### src/rtl/alu_cmd_sequencer_if.sv
// Command and result valid/ready bundle for alu_cmd_sequencer.
// The sequencer connects through the slave modport, its upstream/downstream through master.
interface alu_cmd_sequencer_if #(
   parameter int unsigned TAG_W = 4
);
   logic             cmd_valid;
   logic             cmd_ready;
   logic [31:0]      cmd_a;
   logic [31:0]      cmd_b;
   logic [2:0]       cmd_op;
   logic [TAG_W-1:0] cmd_tag;
   logic             res_valid;
   logic             res_ready;
   logic [31:0]      res_data;
   logic [2:0]       res_op;
   logic [TAG_W-1:0] res_tag;

   modport master (
      output cmd_valid, cmd_a, cmd_b, cmd_op, cmd_tag, res_ready,
      input  cmd_ready, res_valid, res_data, res_op, res_tag
   );

   modport slave (
      input  cmd_valid, cmd_a, cmd_b, cmd_op, cmd_tag, res_ready,
      output cmd_ready, res_valid, res_data, res_op, res_tag
   );
endinterface

### src/rtl/alu_cmd_sequencer.sv
// Buffers ALU commands, issues them to the registered-operand ALU and returns tagged results
// in order; result-FIFO credits bound issue so a stalled result port never drops a result.
module alu_cmd_sequencer #(
   parameter int unsigned CMD_DEPTH = 4,
   parameter int unsigned RES_DEPTH = 4,
   parameter int unsigned TAG_W     = 4
) (
   input  logic               clk,
   input  logic               rst_n,
   alu_cmd_sequencer_if.slave io,
   output logic [31:0]        alu_a,
   output logic [31:0]        alu_b,
   output logic [2:0]         alu_op,
   input  logic [31:0]        alu_r,
   output logic               busy
);
   localparam int unsigned CAW = (CMD_DEPTH > 1) ? $clog2(CMD_DEPTH) : 1;
   localparam int unsigned RAW = (RES_DEPTH > 1) ? $clog2(RES_DEPTH) : 1;
   localparam int unsigned RCW = $clog2(RES_DEPTH + 1);
   localparam logic [CAW:0]   CMD_FULL = (CAW + 1)'(CMD_DEPTH);
   localparam logic [RCW-1:0] RES_FULL = RCW'(RES_DEPTH);
   localparam logic [RAW-1:0] RES_LAST = RAW'(RES_DEPTH - 1);

   typedef struct packed {
      logic [31:0]      a;
      logic [31:0]      b;
      logic [2:0]       op;
      logic [TAG_W-1:0] tag;
   } cmd_t;

   typedef struct packed {
      logic [31:0]      data;
      logic [2:0]       op;
      logic [TAG_W-1:0] tag;
   } res_t;

   // Command FIFO
   cmd_t           cmd_mem_q [CMD_DEPTH];
   cmd_t           cmd_mem_d [CMD_DEPTH];
   logic [CAW-1:0] cmd_wr_ptr_q, cmd_wr_ptr_d;
   logic [CAW-1:0] cmd_rd_ptr_q, cmd_rd_ptr_d;
   logic [CAW:0]   cmd_count_q, cmd_count_d;
   logic           cmd_ready_q, cmd_ready_d;

   // ALU drive registers and issue pipeline
   logic [31:0]      alu_a_q, alu_a_d;
   logic [31:0]      alu_b_q, alu_b_d;
   logic [2:0]       alu_op_q, alu_op_d;
   logic             p0_vld_q, p0_vld_d;
   logic [2:0]       p0_op_q, p0_op_d;
   logic [TAG_W-1:0] p0_tag_q, p0_tag_d;
   logic             p1_vld_q, p1_vld_d;
   logic [2:0]       p1_op_q, p1_op_d;
   logic [TAG_W-1:0] p1_tag_q, p1_tag_d;
   logic             p2_vld_q, p2_vld_d;
   logic [2:0]       p2_op_q, p2_op_d;
   logic [TAG_W-1:0] p2_tag_q, p2_tag_d;

   // Result FIFO
   res_t           res_mem_q [RES_DEPTH];
   res_t           res_mem_d [RES_DEPTH];
   logic [RAW-1:0] res_wr_ptr_q, res_wr_ptr_d;
   logic [RAW-1:0] res_rd_ptr_q, res_rd_ptr_d;
   logic [RCW-1:0] res_count_q, res_count_d;

   logic        cmd_push;
   logic        issue;
   logic        res_push;
   logic        res_pop;
   logic        res_valid;
   logic [1:0]  inflight;
   logic [31:0] credit_avail;
   logic [31:0] credit_used;
   cmd_t        cmd_head;
   res_t        res_head;

   always_comb begin
      cmd_push  = io.cmd_valid & cmd_ready_q;
      res_valid = (res_count_q != '0);
      res_pop   = res_valid & io.res_ready;
      res_push  = p2_vld_q;
      inflight  = {1'b0, p0_vld_q} + {1'b0, p1_vld_q} + {1'b0, p2_vld_q};

      // A slot freed by this edge's pop may be reused by this edge's issue.
      credit_avail = RES_DEPTH + 32'(res_pop);
      credit_used  = 32'(inflight) + 32'(res_count_q);
      issue        = (cmd_count_q != '0) && (credit_avail > credit_used);

      cmd_head = cmd_mem_q[cmd_rd_ptr_q];
      res_head = res_mem_q[res_rd_ptr_q];

      cmd_mem_d = cmd_mem_q;
      if (cmd_push) begin
         cmd_mem_d[cmd_wr_ptr_q] = {io.cmd_a, io.cmd_b, io.cmd_op, io.cmd_tag};
      end
      cmd_wr_ptr_d = cmd_wr_ptr_q + CAW'(cmd_push);
      cmd_rd_ptr_d = cmd_rd_ptr_q + CAW'(issue);
      cmd_count_d  = cmd_count_q + (CAW + 1)'(cmd_push) - (CAW + 1)'(issue);
      cmd_ready_d  = (cmd_count_d != CMD_FULL);

      alu_a_d  = alu_a_q;
      alu_b_d  = alu_b_q;
      p0_vld_d = issue;
      p0_op_d  = p0_op_q;
      p0_tag_d = p0_tag_q;
      if (issue) begin
         alu_a_d  = cmd_head.a;
         alu_b_d  = cmd_head.b;
         p0_op_d  = cmd_head.op;
         p0_tag_d = cmd_head.tag;
      end

      // Opcode trails a/b by one edge to line up with the ALU operand registers.
      alu_op_d = p0_vld_q ? p0_op_q : alu_op_q;
      p1_vld_d = p0_vld_q;
      p1_op_d  = p0_op_q;
      p1_tag_d = p0_tag_q;
      p2_vld_d = p1_vld_q;
      p2_op_d  = p1_op_q;
      p2_tag_d = p1_tag_q;

      res_mem_d = res_mem_q;
      if (res_push) begin
         res_mem_d[res_wr_ptr_q] = {alu_r, p2_op_q, p2_tag_q};
      end
      res_wr_ptr_d = res_wr_ptr_q;
      if (res_push) begin
         res_wr_ptr_d = (res_wr_ptr_q == RES_LAST) ? '0 : res_wr_ptr_q + RAW'(1);
      end
      res_rd_ptr_d = res_rd_ptr_q;
      if (res_pop) begin
         res_rd_ptr_d = (res_rd_ptr_q == RES_LAST) ? '0 : res_rd_ptr_q + RAW'(1);
      end
      res_count_d = res_count_q + RCW'(res_push) - RCW'(res_pop);
   end

   always_ff @(posedge clk or negedge rst_n) begin
      if (!rst_n) begin
         for (int unsigned i = 0; i < CMD_DEPTH; i++) begin
            cmd_mem_q[i] <= '0;
         end
         for (int unsigned i = 0; i < RES_DEPTH; i++) begin
            res_mem_q[i] <= '0;
         end
         cmd_wr_ptr_q <= '0;
         cmd_rd_ptr_q <= '0;
         cmd_count_q  <= '0;
         cmd_ready_q  <= 1'b0;
         alu_a_q      <= '0;
         alu_b_q      <= '0;
         alu_op_q     <= '0;
         p0_vld_q     <= 1'b0;
         p0_op_q      <= '0;
         p0_tag_q     <= '0;
         p1_vld_q     <= 1'b0;
         p1_op_q      <= '0;
         p1_tag_q     <= '0;
         p2_vld_q     <= 1'b0;
         p2_op_q      <= '0;
         p2_tag_q     <= '0;
         res_wr_ptr_q <= '0;
         res_rd_ptr_q <= '0;
         res_count_q  <= '0;
      end else begin
         cmd_mem_q    <= cmd_mem_d;
         res_mem_q    <= res_mem_d;
         cmd_wr_ptr_q <= cmd_wr_ptr_d;
         cmd_rd_ptr_q <= cmd_rd_ptr_d;
         cmd_count_q  <= cmd_count_d;
         cmd_ready_q  <= cmd_ready_d;
         alu_a_q      <= alu_a_d;
         alu_b_q      <= alu_b_d;
         alu_op_q     <= alu_op_d;
         p0_vld_q     <= p0_vld_d;
         p0_op_q      <= p0_op_d;
         p0_tag_q     <= p0_tag_d;
         p1_vld_q     <= p1_vld_d;
         p1_op_q      <= p1_op_d;
         p1_tag_q     <= p1_tag_d;
         p2_vld_q     <= p2_vld_d;
         p2_op_q      <= p2_op_d;
         p2_tag_q     <= p2_tag_d;
         res_wr_ptr_q <= res_wr_ptr_d;
         res_rd_ptr_q <= res_rd_ptr_d;
         res_count_q  <= res_count_d;
      end
   end

   assign io.cmd_ready = cmd_ready_q;
   assign io.res_valid = res_valid;
   assign io.res_data  = res_head.data;
   assign io.res_op    = res_head.op;
   assign io.res_tag   = res_head.tag;
   assign alu_a        = alu_a_q;
   assign alu_b        = alu_b_q;
   assign alu_op       = alu_op_q;
   assign busy         = (cmd_count_q != '0) | (inflight != '0) | res_valid;

   // Credits make this unreachable; a push into a full FIFO without a pop would drop data.
   res_no_overflow: assert property (@(posedge clk) disable iff (!rst_n)
      !(res_push && !res_pop && (res_count_q == RES_FULL)));
endmodule

### src/flat_wrapper.sv
// flat-port wrapper written by rule: the top's interface ports become plain ports
module alu_cmd_sequencer_flat 
#(
   parameter int unsigned CMD_DEPTH = 4,
   parameter int unsigned RES_DEPTH = 4,
   parameter int unsigned TAG_W     = 4
)
  (clk, rst_n, alu_a, alu_b, alu_op, alu_r, busy, io_cmd_valid, io_cmd_a, io_cmd_b, io_cmd_op, io_cmd_tag, io_res_ready, io_cmd_ready, io_res_valid, io_res_data, io_res_op, io_res_tag);
  alu_cmd_sequencer_if #(.TAG_W(TAG_W)) io_i ();
  input  logic clk;
  input  logic rst_n;
  output logic [31:0] alu_a;
  output logic [31:0] alu_b;
  output logic [2:0] alu_op;
  input  logic [31:0] alu_r;
  output logic busy;
  input wire logic [$bits(io_i.cmd_valid)-1:0] io_cmd_valid;
  input wire logic [$bits(io_i.cmd_a)-1:0] io_cmd_a;
  input wire logic [$bits(io_i.cmd_b)-1:0] io_cmd_b;
  input wire logic [$bits(io_i.cmd_op)-1:0] io_cmd_op;
  input wire logic [$bits(io_i.cmd_tag)-1:0] io_cmd_tag;
  input wire logic [$bits(io_i.res_ready)-1:0] io_res_ready;
  output wire logic [$bits(io_i.cmd_ready)-1:0] io_cmd_ready;
  output wire logic [$bits(io_i.res_valid)-1:0] io_res_valid;
  output wire logic [$bits(io_i.res_data)-1:0] io_res_data;
  output wire logic [$bits(io_i.res_op)-1:0] io_res_op;
  output wire logic [$bits(io_i.res_tag)-1:0] io_res_tag;
  assign io_i.cmd_valid = io_cmd_valid;
  assign io_i.cmd_a = io_cmd_a;
  assign io_i.cmd_b = io_cmd_b;
  assign io_i.cmd_op = io_cmd_op;
  assign io_i.cmd_tag = io_cmd_tag;
  assign io_i.res_ready = io_res_ready;
  assign io_cmd_ready = io_i.cmd_ready;
  assign io_res_valid = io_i.res_valid;
  assign io_res_data = io_i.res_data;
  assign io_res_op = io_i.res_op;
  assign io_res_tag = io_i.res_tag;
  alu_cmd_sequencer #(.CMD_DEPTH(CMD_DEPTH), .RES_DEPTH(RES_DEPTH), .TAG_W(TAG_W)) u_core (.clk(clk), .rst_n(rst_n), .io(io_i), .alu_a(alu_a), .alu_b(alu_b), .alu_op(alu_op), .alu_r(alu_r), .busy(busy));
endmodule
### config.mk
export PLATFORM = sky130hd
export DESIGN_NAME = alu_cmd_sequencer_flat
export DESIGN_NICKNAME = d
export VERILOG_FILES = /design/src/rtl/alu_cmd_sequencer_if.sv /design/src/rtl/alu_cmd_sequencer.sv /design/src/flat_wrapper.sv
export SDC_FILE = /design/constraint.sdc
export NUM_CORES = 1
export LEC_CHECK = 0
export BUFFER_PORTS_ARGS = -buffer_cell sky130_fd_sc_hd__buf_2
export CAP_MARGIN = 20
export CORE_MARGIN = 8
export CORE_UTILIZATION = 25
export DETAILED_ROUTE_END_ITERATION = 8
export GPL_ROUTABILITY_DRIVEN = 0
export PLACE_DENSITY = 0.43
export SETUP_SLACK_MARGIN = 0.4
export SKIP_CTS_REPAIR_TIMING = 1
export SYNTH_ARGS = -nofsm -noshare
export SYNTH_HDL_FRONTEND = slang
export SYNTH_SLANG_ARGS = --single-unit
### constraint.sdc
create_clock -name clk -period 3.7 [get_ports clk]
set_input_delay 0.74 -clock clk [delete_from_list [all_inputs] [get_ports clk]]
set_output_delay 0.74 -clock clk [all_outputs]
set_load 0.1 [all_outputs]
==> results_dict.tcl <==
set metrics [dict create \
    critPathLaunchType "register" \
    drt_iter0_drc 586 \
    viasPerCell 4.424 \
    die_area_um2 101400 \
    place_area_um2 25660 \
    synth_seq_area_share 0.5974 \
    routed_wl_mm 61.38 \
    crit_type "reg -> reg" \
    synth_ff_type "dfrtp_1" \
    cp-end-kind "register" \
    grt_pass1_wl_mm 91.11 \
    syn-instance-count 1314 \
    crit_start "u_core.p1_vld_q" \
    yosysTopAreaCellShare 0.5974 \
    fillCellCount 8959 \
    rows 111 \
    grt-ovfl-total 0 \
    slew_violations 0 \
    final_net_count 1707 \
    hold_viol_final 0 \
    cp.required_ns 4.20 \
    synth-seq-cells 546 \
    core_area_um2 91110 \
    area_delta_synth_final_pct 25.99 \
    syn_avg_cell_area_um2 17.41 \
    antenna_found_initial 19 \
    synth-simple-area-share 0.004541 \
    max-clock-path-buffers 3 \
    cts_tree "built" \
    synth_fa_ha_area_frac 0.01116 \
    grt_util_all_layers 0.1158 \
    clock_latency_ns 0.61 \
    multiInputGateArea_um2 9111 \
    r2r-start "u_core.p1_vld_q" \
    firstDrtPassIters 4 \
    skew_ns 0.02452 \
    synth_cell_type_count 26 \
    initial_utilization 0.2510 \
    design_area_um2 28820 \
    io_pins 216 \
    path_max_fanout 2 \
    cts.clk_slew.worst_paths_ns 0.06 \
    post_synth_xor_area_fraction 0.002681 \
    synth_top_family_by_area "multiplexers" \
    syn_area_um2 22870 \
    root_buffer "clkbuf_16" \
    fin_crit_sh 0.9714 \
    synth_edf_count 0 \
    status "finished clean" \
    drc 0 \
    rsz0062_at_grt "true" \
    synthMuxAreaShare 0.3624 \
    cts_buffers 70 \
    htreeDepth 3 \
    numClockSinks 546 \
    yosysWarnings 0 \
    die_w_um 318.5 \
    cap_violations 0 \
    drive_gt1_frac 0.6347 \
    hpwlAfterDp_mm 36.27 \
    finalCriticalPeriod_ns 3.594 \
    clock.fmax_ghz 0.2782 \
    grt_pass1_vias 14200 \
    syn_nets 1439 \
    grt_max_degree 105 \
    synth_top_area_cell "dfrtp_1" \
    setup_violations 0 \
    register_area_um2 13670 \
    drtAntennaViolNets 0 \
    async_reset_ff_frac 1.000 \
    hold_path.class "in -> async" \
    synth_compound_area_frac 0.001915 \
    drt-wirelength-per-cell_um 21.69 \
    crit_arrival_ns 4.09 \
    vias 12520 \
    worst_pin_slew_ns 0.8062 \
    io_buffer_count 215 \
    die_h_um 318.5 \
    relSlewSlack 0.4626 \
    ys_top_cells_by_area "dfrtp_1 (60%), mux2_2 (25%), mux4_2 (11%), buf_2 (0.88%), ha_1 (0.77%)" \
]
cell type report:
cell class,instances,share of cell area
well taps,1186,0.05150
inverters,14,0.001824
clock inverters,25,0.01368
flip-flops and latches,546,0.4746
clock buffers,102,0.07199
repair buffers,276,0.06965
diodes,7,0.0006079
multi-input cells,674,0.3162
cells by family after synthesis:
family          after synthesis
buf+inv                      94
fa+ha+maj                    18
mux                         626
compound gates                4
xor+xnor                      7
simple gates                 19
flops                       546
worst paths after layout:
path / endpoint / slack (ns) / cells after the start
max in group asynchronous: u_core.cmd_mem_q[220] / 2.58 / 3
max: u_core.io.cmd_ready / 0.11 / 13
max reg2reg: u_core.io.cmd_ready / 0.11 / 13
min in group clk: u_core.p2_op_q[0] / 0.34 / 0
min: u_core.res_mem_q[105] / 0.09 / 1
min reg2reg: u_core.p2_op_q[0] / 0.34 / 0
registers in the layout, indices dropped and copies added (netlist names):
register and cells:
u_core.alu_b 32, u_core.p2_tag_q 4, u_core.res_count_q 3, u_core.alu_op 3, u_core.p2_op_q 3, u_core.p1_op_q 3, u_core.p0_op_q 3, u_core.res_wr_ptr_q 2
u_core.p1_vld_q 1, u_core.cmd_mem_q 284, u_core.res_mem_q 156, u_core.p1_tag_q 4, u_core.cmd_count_q 3, u_core.p0_tag_q 4, u_core.p0_vld_q 1, u_core.p2_vld_q 1
u_core.alu_a 32, u_core.res_rd_ptr_q 2, u_core.cmd_rd_ptr_q 2, u_core.cmd_wr_ptr_q 2, u_core.io.cmd_ready 1
cell usage in the layout (no fill, tap or decap), types with 11 or more instances in the layout:
| cell type | synthesis | layout |
|---|---|---|
| inv_1 | 14 | 12 |
| mux2_4 | 0 | 71 |
| dfrtp_1 | 546 | 541 |
| clkbuf_1 | 26 | 14 |
| clkinv_2 | 0 | 11 |
| buf_12 | 0 | 23 |
| mux2_2 | 511 | 445 |
| buf_2 | 40 | 213 |
| buf_4 | 0 | 28 |
| clkbuf_16 | 0 | 78 |
| clkbuf_8 | 0 | 16 |
| mux4_2 | 110 | 110 |
worst max-delay path: stages, from the launching register on:
cell,delay [ns]
dfrtp_1,0.40
fa_1,0.57
ha_2,0.19
inv_2,0.04
fa_1,0.48
or3b_4,0.39
a221oi_4,0.28
ha_4,0.17
inv_2,0.04
ha_4,0.15
fa_2,0.37
xnor2_2,0.18
xnor2_2,0.14
nand2_1,0.08
per-stage QoR:
| step | util | TNS (ns) | setup slack [ns] | hold slack [ns] | instances |
|---|---|---|---|---|---|
| final | 0.3163 | 0 | 0.1059 | 0.09480 | 2830 |
| after global routing | 0.3161 | -0.007272 | -0.007272 | 0.1022 | 2824 |
| after CTS | 0.3087 | -0.01258 | -0.01258 | 0.07227 | 2805 |
| after detailed placement | 0.2816 | 0 | 0.01166 | 0.3355 | 2678 |
| after global placement | 0.2816 | 0 | 0.09736 | 0.3335 | 2678 |
| after floorplan | - | -0.2926 | -0.1939 | 0.3312 | 1314 |
synthesized netlist by cell type, drive strengths merged (2+ instances only):
| library cell | instances |
|---|---|
| fa | 4 |
| nand3b | 2 |
| o21ai | 2 |
| buf | 54 |
| mux4 | 110 |
| or3 | 2 |
| xnor2 | 5 |
| inv | 14 |
| ha | 14 |
| clkbuf | 26 |
| mux2 | 516 |
| dfrtp | 546 |
| nand2 | 7 |
| nor2 | 2 |
| xor2 | 2 |
routing by layer:
layer / part of all wire / vias to the layer above / track usage
met5: 0.0010 / - / 0
met3: 0.056 / 102 / 0.03588
met4: 0.026 / 10 / 0.03644
met2: 0.48 / 236 / 0.1900
li1: - / 5433 / -
met1: 0.44 / 6740 / 0.1454
Power is left out: the tool's default activity adds up to more than one toggle a clock period on the data nets, which glitch-free logic cannot reach.
